[src/rtl/control_sequencer_if.sv]
// Handshake bundle between fetch/issue, the control sequencer and the execute-stage control register.
// The master side issues instructions and consumes control beats; the slave side is the sequencer.
interface control_sequencer_if #(
    parameter int LANES = 4
);
    localparam int LANE_W = (LANES > 1) ? $clog2(LANES) : 1;

    logic [4:0]        opcode;
    logic [2:0]        funct;
    logic              vec;
    logic              in_valid;
    logic              in_ready;
    logic [15:0]       ctrl;
    logic [LANE_W-1:0] lane;
    logic              last;
    logic              illegal;
    logic              out_valid;
    logic              out_ready;

    modport master (
        output opcode, funct, vec, in_valid, out_ready,
        input  in_ready, ctrl, lane, last, illegal, out_valid
    );

    modport slave (
        input  opcode, funct, vec, in_valid, out_ready,
        output in_ready, ctrl, lane, last, illegal, out_valid
    );
endinterface

[src/rtl/control_sequencer.sv]
// Registered decoder that turns {opcode, funct} into control-word beats, one per lane in vector
// mode, with an idle gap after every MUL beat while the multiplier is busy.
module control_sequencer #(
    parameter int LANES      = 4,
    parameter int MUL_CYCLES = 3
) (
    input  logic                 clk,
    input  logic                 rst,
    control_sequencer_if.slave   seqBus
);
    localparam int LANE_W   = (LANES > 1) ? $clog2(LANES) : 1;
    localparam int WAIT_LEN = (MUL_CYCLES > 1) ? MUL_CYCLES - 2 : 0;
    localparam int CNT_W    = (WAIT_LEN > 0) ? $clog2(WAIT_LEN + 1) : 1;
    localparam bit MUL_WAITS = (MUL_CYCLES > 1);
    localparam logic [LANE_W-1:0] LAST_LANE = LANE_W'(LANES - 1);
    localparam logic [CNT_W-1:0]  WAIT_INIT = CNT_W'(WAIT_LEN);

    typedef enum logic [1:0] {IDLE, ISSUE, WAIT} state_t;

    state_t            r_state;
    logic [15:0]       r_ctrl;
    logic [LANE_W-1:0] r_lane;
    logic              r_last;
    logic              r_illegal;
    logic              r_valid;
    logic              r_mul;
    logic [CNT_W-1:0]  r_waitCnt;

    logic [15:0]       w_baseCtrl;
    logic              w_legal;
    logic              w_isMul;
    logic [15:0]       w_newCtrl;
    logic              w_newLast;
    logic              w_needWait;
    logic              w_inReady;
    logic              w_accept;
    logic [LANE_W-1:0] w_nextLane;
    logic              w_nextLast;

    always_comb begin
        w_baseCtrl = 16'h0000;
        w_legal    = 1'b1;
        case ({seqBus.opcode, seqBus.funct})
            8'b00000_000: w_baseCtrl = 16'h2400;
            8'b01000_000: w_baseCtrl = 16'h2408;
            8'b00000_001: w_baseCtrl = 16'h2420;
            8'b01001_001: w_baseCtrl = 16'h2428;
            8'b00000_010: w_baseCtrl = 16'h2440;
            8'b00000_100: w_baseCtrl = 16'h2480;
            8'b00000_101: w_baseCtrl = 16'h24A0;
            8'b00000_110: w_baseCtrl = 16'h24C0;
            default:      w_legal    = 1'b0;
        endcase
    end

    // Illegal instructions always collapse to a single zero beat regardless of vec.
    assign w_isMul   = ({seqBus.opcode, seqBus.funct} == 8'b00000_010);
    assign w_newCtrl = !w_legal   ? 16'h0000 :
                       seqBus.vec ? {w_baseCtrl[15:10], 2'b01, w_baseCtrl[7:0]} :
                                    w_baseCtrl;
    assign w_newLast = !(w_legal && seqBus.vec) || (LANES == 1);

    assign w_needWait = r_mul && MUL_WAITS;
    assign w_inReady  = (r_state == IDLE) ||
                        ((r_state == ISSUE) && seqBus.out_ready && r_last && !w_needWait);
    assign w_accept   = seqBus.in_valid && w_inReady;
    assign w_nextLane = r_lane + LANE_W'(1);
    assign w_nextLast = (w_nextLane == LAST_LANE);

    // Sequencer FSM; an accept can only happen from IDLE or on the final non-MUL beat,
    // so it takes priority over the per-state transitions.
    always_ff @(posedge clk or posedge rst) begin
        if (rst) begin
            r_state   <= IDLE;
            r_ctrl    <= 16'h0000;
            r_lane    <= '0;
            r_last    <= 1'b0;
            r_illegal <= 1'b0;
            r_valid   <= 1'b0;
            r_mul     <= 1'b0;
            r_waitCnt <= '0;
        end else if (w_accept) begin
            r_state   <= ISSUE;
            r_ctrl    <= w_newCtrl;
            r_lane    <= '0;
            r_last    <= w_newLast;
            r_illegal <= !w_legal;
            r_valid   <= 1'b1;
            r_mul     <= w_legal && w_isMul;
        end else begin
            case (r_state)
                IDLE: begin
                    r_valid <= 1'b0;
                end
                ISSUE: begin
                    if (seqBus.out_ready) begin
                        if (w_needWait) begin
                            r_state   <= WAIT;
                            r_valid   <= 1'b0;
                            r_waitCnt <= WAIT_INIT;
                        end else if (!r_last) begin
                            r_lane <= w_nextLane;
                            r_last <= w_nextLast;
                        end else begin
                            r_state <= IDLE;
                            r_valid <= 1'b0;
                        end
                    end
                end
                WAIT: begin
                    if (r_waitCnt == '0) begin
                        if (r_last) begin
                            r_state <= IDLE;
                        end else begin
                            r_state <= ISSUE;
                            r_valid <= 1'b1;
                            r_lane  <= w_nextLane;
                            r_last  <= w_nextLast;
                        end
                    end else begin
                        r_waitCnt <= r_waitCnt - CNT_W'(1);
                    end
                end
                default: begin
                    r_state <= IDLE;
                    r_valid <= 1'b0;
                end
            endcase
        end
    end

    assign seqBus.in_ready  = w_inReady;
    assign seqBus.ctrl      = r_ctrl;
    assign seqBus.lane      = r_lane;
    assign seqBus.last      = r_last;
    assign seqBus.illegal   = r_illegal;
    assign seqBus.out_valid = r_valid;
endmodule
[src/flat_wrapper.sv]
// flat-port wrapper written by rule: the top's interface ports become plain ports
module control_sequencer_flat 
#(
    parameter int LANES      = 4,
    parameter int MUL_CYCLES = 3
)
  (clk, rst, seqBus_opcode, seqBus_funct, seqBus_vec, seqBus_in_valid, seqBus_out_ready, seqBus_in_ready, seqBus_ctrl, seqBus_lane, seqBus_last, seqBus_illegal, seqBus_out_valid);
  control_sequencer_if #(.LANES(LANES)) seqBus_i ();
  input  logic clk;
  input  logic rst;
  input wire logic [$bits(seqBus_i.opcode)-1:0] seqBus_opcode;
  input wire logic [$bits(seqBus_i.funct)-1:0] seqBus_funct;
  input wire logic [$bits(seqBus_i.vec)-1:0] seqBus_vec;
  input wire logic [$bits(seqBus_i.in_valid)-1:0] seqBus_in_valid;
  input wire logic [$bits(seqBus_i.out_ready)-1:0] seqBus_out_ready;
  output wire logic [$bits(seqBus_i.in_ready)-1:0] seqBus_in_ready;
  output wire logic [$bits(seqBus_i.ctrl)-1:0] seqBus_ctrl;
  output wire logic [$bits(seqBus_i.lane)-1:0] seqBus_lane;
  output wire logic [$bits(seqBus_i.last)-1:0] seqBus_last;
  output wire logic [$bits(seqBus_i.illegal)-1:0] seqBus_illegal;
  output wire logic [$bits(seqBus_i.out_valid)-1:0] seqBus_out_valid;
  assign seqBus_i.opcode = seqBus_opcode;
  assign seqBus_i.funct = seqBus_funct;
  assign seqBus_i.vec = seqBus_vec;
  assign seqBus_i.in_valid = seqBus_in_valid;
  assign seqBus_i.out_ready = seqBus_out_ready;
  assign seqBus_in_ready = seqBus_i.in_ready;
  assign seqBus_ctrl = seqBus_i.ctrl;
  assign seqBus_lane = seqBus_i.lane;
  assign seqBus_last = seqBus_i.last;
  assign seqBus_illegal = seqBus_i.illegal;
  assign seqBus_out_valid = seqBus_i.out_valid;
  control_sequencer #(.LANES(LANES), .MUL_CYCLES(MUL_CYCLES)) u_core (.clk(clk), .rst(rst), .seqBus(seqBus_i));
endmodule
[config.mk]
export PLATFORM = sky130hd
export DESIGN_NAME = control_sequencer_flat
export DESIGN_NICKNAME = d
export VERILOG_FILES = /design/src/rtl/control_sequencer_if.sv /design/src/rtl/control_sequencer.sv /design/src/flat_wrapper.sv
export SDC_FILE = /design/constraint.sdc
export NUM_CORES = 1
export LEC_CHECK = 0
export ABC_AREA = 1
export ABC_CLOCK_PERIOD_IN_PS = 1550
export CAP_MARGIN = 20
export CORE_UTILIZATION = 60
export DETAILED_ROUTE_END_ITERATION = 16
export DONT_BUFFER_PORTS = 1
export PLACE_DENSITY = 0.76
export SETUP_SLACK_MARGIN = 0.5
export SLEW_MARGIN = 15
export SYNTH_ARGS = -nofsm -noshare
export SYNTH_HDL_FRONTEND = slang
export SYNTH_SLANG_ARGS = --single-unit
[constraint.sdc]
create_clock -name clk -period 1.55 [get_ports clk]
set_input_delay 0.31 -clock clk [delete_from_list [all_inputs] [get_ports clk]]
set_output_delay 0.31 -clock clk [all_outputs]
set_load 0.02 [all_outputs]
==> impl_metrics.toml <==
[placed_design]
numPortBuffers = 0
hpwl_um = 1320
gp_congestion = 0.853

[worst_setup_path]
crit_required_ns = 1.24
timing.rr.start = "u_core.r_state[1]"
cpLargestDelayFamily = "flip-flops"
cp.arrival_ns = 1.28
cpPeakStageDelay_ns = 0.41
slowest_stage = "dfrtp_1"
crit_fanout = 3
path_buf_inv = 2
path_class = "reg2out"
cp-end-kind = "primary output"
critPathLaunchType = "flop"
crit_start = "u_core.r_state[1]"
crit_chain = "inv_2 -> ha_4 -> nand4_1 -> nand2_4 -> buf_6"

[floorplanning]
dieArea_um2 = 1790
start_util_pct = 64.6
die_x_um = 42.3
rows = 14
coreArea_um2 = 1510
die_h_um = 42.3
io-pin-count = 35

[timing]
fin_hold_ws_ns = 0.110
rsz0062_at_grt = "yes"
drv_slew = 0
fin_ws_ns = -0.0436
setup_viol = 1
timing.fmax_mhz = 628
period_share_pct = 103
post-route-min-period_ns = 1.59
fin_worst_skew_ns = 0.00311
hold_violations = 0

[finish]
finish.net_count = 163
multi_input_area_um2 = 587
num-fill-cells = 100
regArea_um2 = 389
antenna_cells = 0
syn_to_final_growth_pct = 27.4
final_layout_size_suffix_gt1_share_pct = 40.0
finish.utilization_pct = 82.3

[synth]
synth_area_um2 = 973
async_reset_ff_share_pct = 100
netlist_top_cells_count = "36 x nand2_1, 16 x inv_1, 15 x dfrtp_1, 15 x nor2_1, 10 x buf_4"
yosysWarnings = 0
yosysMostFrequentCell = "nand2_1"
synth_area_leaders = "dfrtp_1 39%, nand2_1 14%, buf_4 7.7%"
synth_ff_type = "dfrtp_1"
synth-edff-count = 0
ys_seq_elements = 15
synth_top_cell_area_share_pct = 38.6
yosysSeqAreaShare_pct = 38.6
synth_cell_type_count = 25
yosys.area.top_type = "dfrtp_1"
synth.avg_cell_area_um2 = 7.49
synthCells = 130

[cts]
clkSlewWorstSetupHoldPaths_ns = 0.09
cts_tree = "done"
clkSinkCount = 15
clk-insertion-delay-late_ns = 0.28
numCtsBuffers = 3
clock_path_buffers = 2
htreeDepth = 1
root_buffer = "clkbuf_4"

[detailed_routing]
first_pass_iters = 4
vias = 876
ant_nets = 0
wl_um = 2260
drt_iter0_drc = 10
vias_per_cell = 5.44
drc_errors = 0
wl_per_cell_um = 14.0

[run_status]
status = "finished, violations left"
violations = "negative setup slack"

[pwr]
p_per_area_nw_per_um2 = 1600
peakVddDrop_v = 0.000775
p_leak_nw = 0.620

[global_route]
grt_pass1_wl_um = 2990
antenna_found_initial = 0
grt_max_degree = 16
grt_usage_pct = 22.2
overflow = 0
first_global_vias = 740

[min_path]
hp-start = "seqBus_opcode[0]"
hp-class = "in2reg"

[flow_run]
drv_cap = 0
==> power by group <==
part           switching [mW]  leakage, nW  internal [mW]
clock network           0.128       0.0177         0.0956
registers               0.157        0.175          0.503
logic                   0.603        0.426          0.494
==> metal layers <==
layer / part of all wire, % / vias to the layer above / track usage, %
met4: 1.2 / 0 / 10.0
met3: 5.7 / 6 / 3.88
met2: 53 / 39 / 38.8
li1: - / 420 / -
met5: 0 / - / 0
met1: 40 / 411 / 26.4
==> sequential cells by signal (all words and copies together), names as in the netlist <==
name and cells:
u_core.seqBus.ctrl 6, u_core.r_mul 1, u_core.r_waitCnt 1, u_core.seqBus.out_valid 1, u_core.seqBus.illegal 1, u_core.seqBus.last 1, u_core.r_state 2, u_core.seqBus.lane 2
==> cell usage in the layout (no fill, tap or decap) <==
| master | instances |
|---|---|
| o41ai_4 | 1 |
| dfrtp_1 | 4 |
| or2_0 | 1 |
| o21a_1 | 2 |
| nand2_4 | 2 |
| and2_4 | 1 |
| inv_4 | 1 |
| nand3b_1 | 1 |
| o211ai_1 | 1 |
| buf_6 | 5 |
| dfrtp_2 | 11 |
| a21oi_2 | 1 |
| ha_4 | 3 |
| nand4_1 | 3 |
| buf_4 | 7 |
| a21oi_1 | 3 |
| conb_1 | 9 |
| clkbuf_4 | 3 |
| nor2_2 | 3 |
| buf_12 | 1 |
| inv_2 | 2 |
| inv_1 | 12 |
| ha_1 | 1 |
| clkinvlp_4 | 1 |
| nand2_1 | 27 |
| a31oi_2 | 1 |
| nor2_1 | 14 |
| o21ai_1 | 4 |
| inv_8 | 1 |
| nand2_2 | 9 |
| nand2_8 | 1 |
| dlygate4sd3_1 | 1 |
| o21ai_2 | 3 |
| nand3_1 | 3 |
| clkinv_2 | 1 |
| o21ai_0 | 1 |
==> final timing paths <==
kind	endpoint	slack [ns]	cells past startpoint
max	seqBus_in_ready	-0.04	5
min	u_core.seqBus.ctrl[6]	0.11	1
max reg2reg	u_core.seqBus.last	0	10
min reg2reg	u_core.r_waitCnt	0.50	2
max in group asynchronous	u_core.seqBus.out_valid	0.84	2
min in group asynchronous	u_core.seqBus.illegal	0.47	2
==> kinds of logic after synthesis <==
family | after synthesis | synth area share, %
AND/OR/NAND/NOR | 65 | 28.9
flip-flops | 15 | 38.6
buffers and inverters | 28 | 15.4
adder cells (fa/ha/maj) | 4 | 5.14
AO/OA/AOI/OAI | 17 | 11.6
other | 1 | 0.385
==> cell type report <==
type	instances	area share (%)
Multi-Input combinational cell	95	47.3
Sequential cell	15	31.4
Timing Repair Buffer	14	11.2
Inverter	17	6.26
Clock buffer	3	1.82
Tap cell	16	1.61
Clock inverter	1	0.404
==> what timing repair did <==
item,in CTS,in global routing
endpoints found under the hold margin,15,0
hold buffers,1,0
pin swaps,2,2
gates resized for setup,19,24
buffers inserted,5,5
endpoints found under the setup margin,28,38
==> per-stage QoR <==
| step | cells | instance area, um2 | TNS (ns) | total power, mW | worst slack, ns |
|---|---|---|---|---|---|
| floorplan | 138 | 1030 | 0 | 1.20 | 0.167 |
| global placement | 146 | 987 | 0 | 1.31 | 0.0820 |
| detailed placement | 146 | 987 | 0 | 1.33 | 0.0549 |
| global route | 161 | 1240 | -0.348 | 2.09 | -0.0783 |
| finish | 161 | 1240 | -0.0436 | 1.98 | -0.0436 |
| CTS | 156 | 1090 | -0.0107 | 1.67 | -0.0107 |
(Power assumes the default switching activity.)
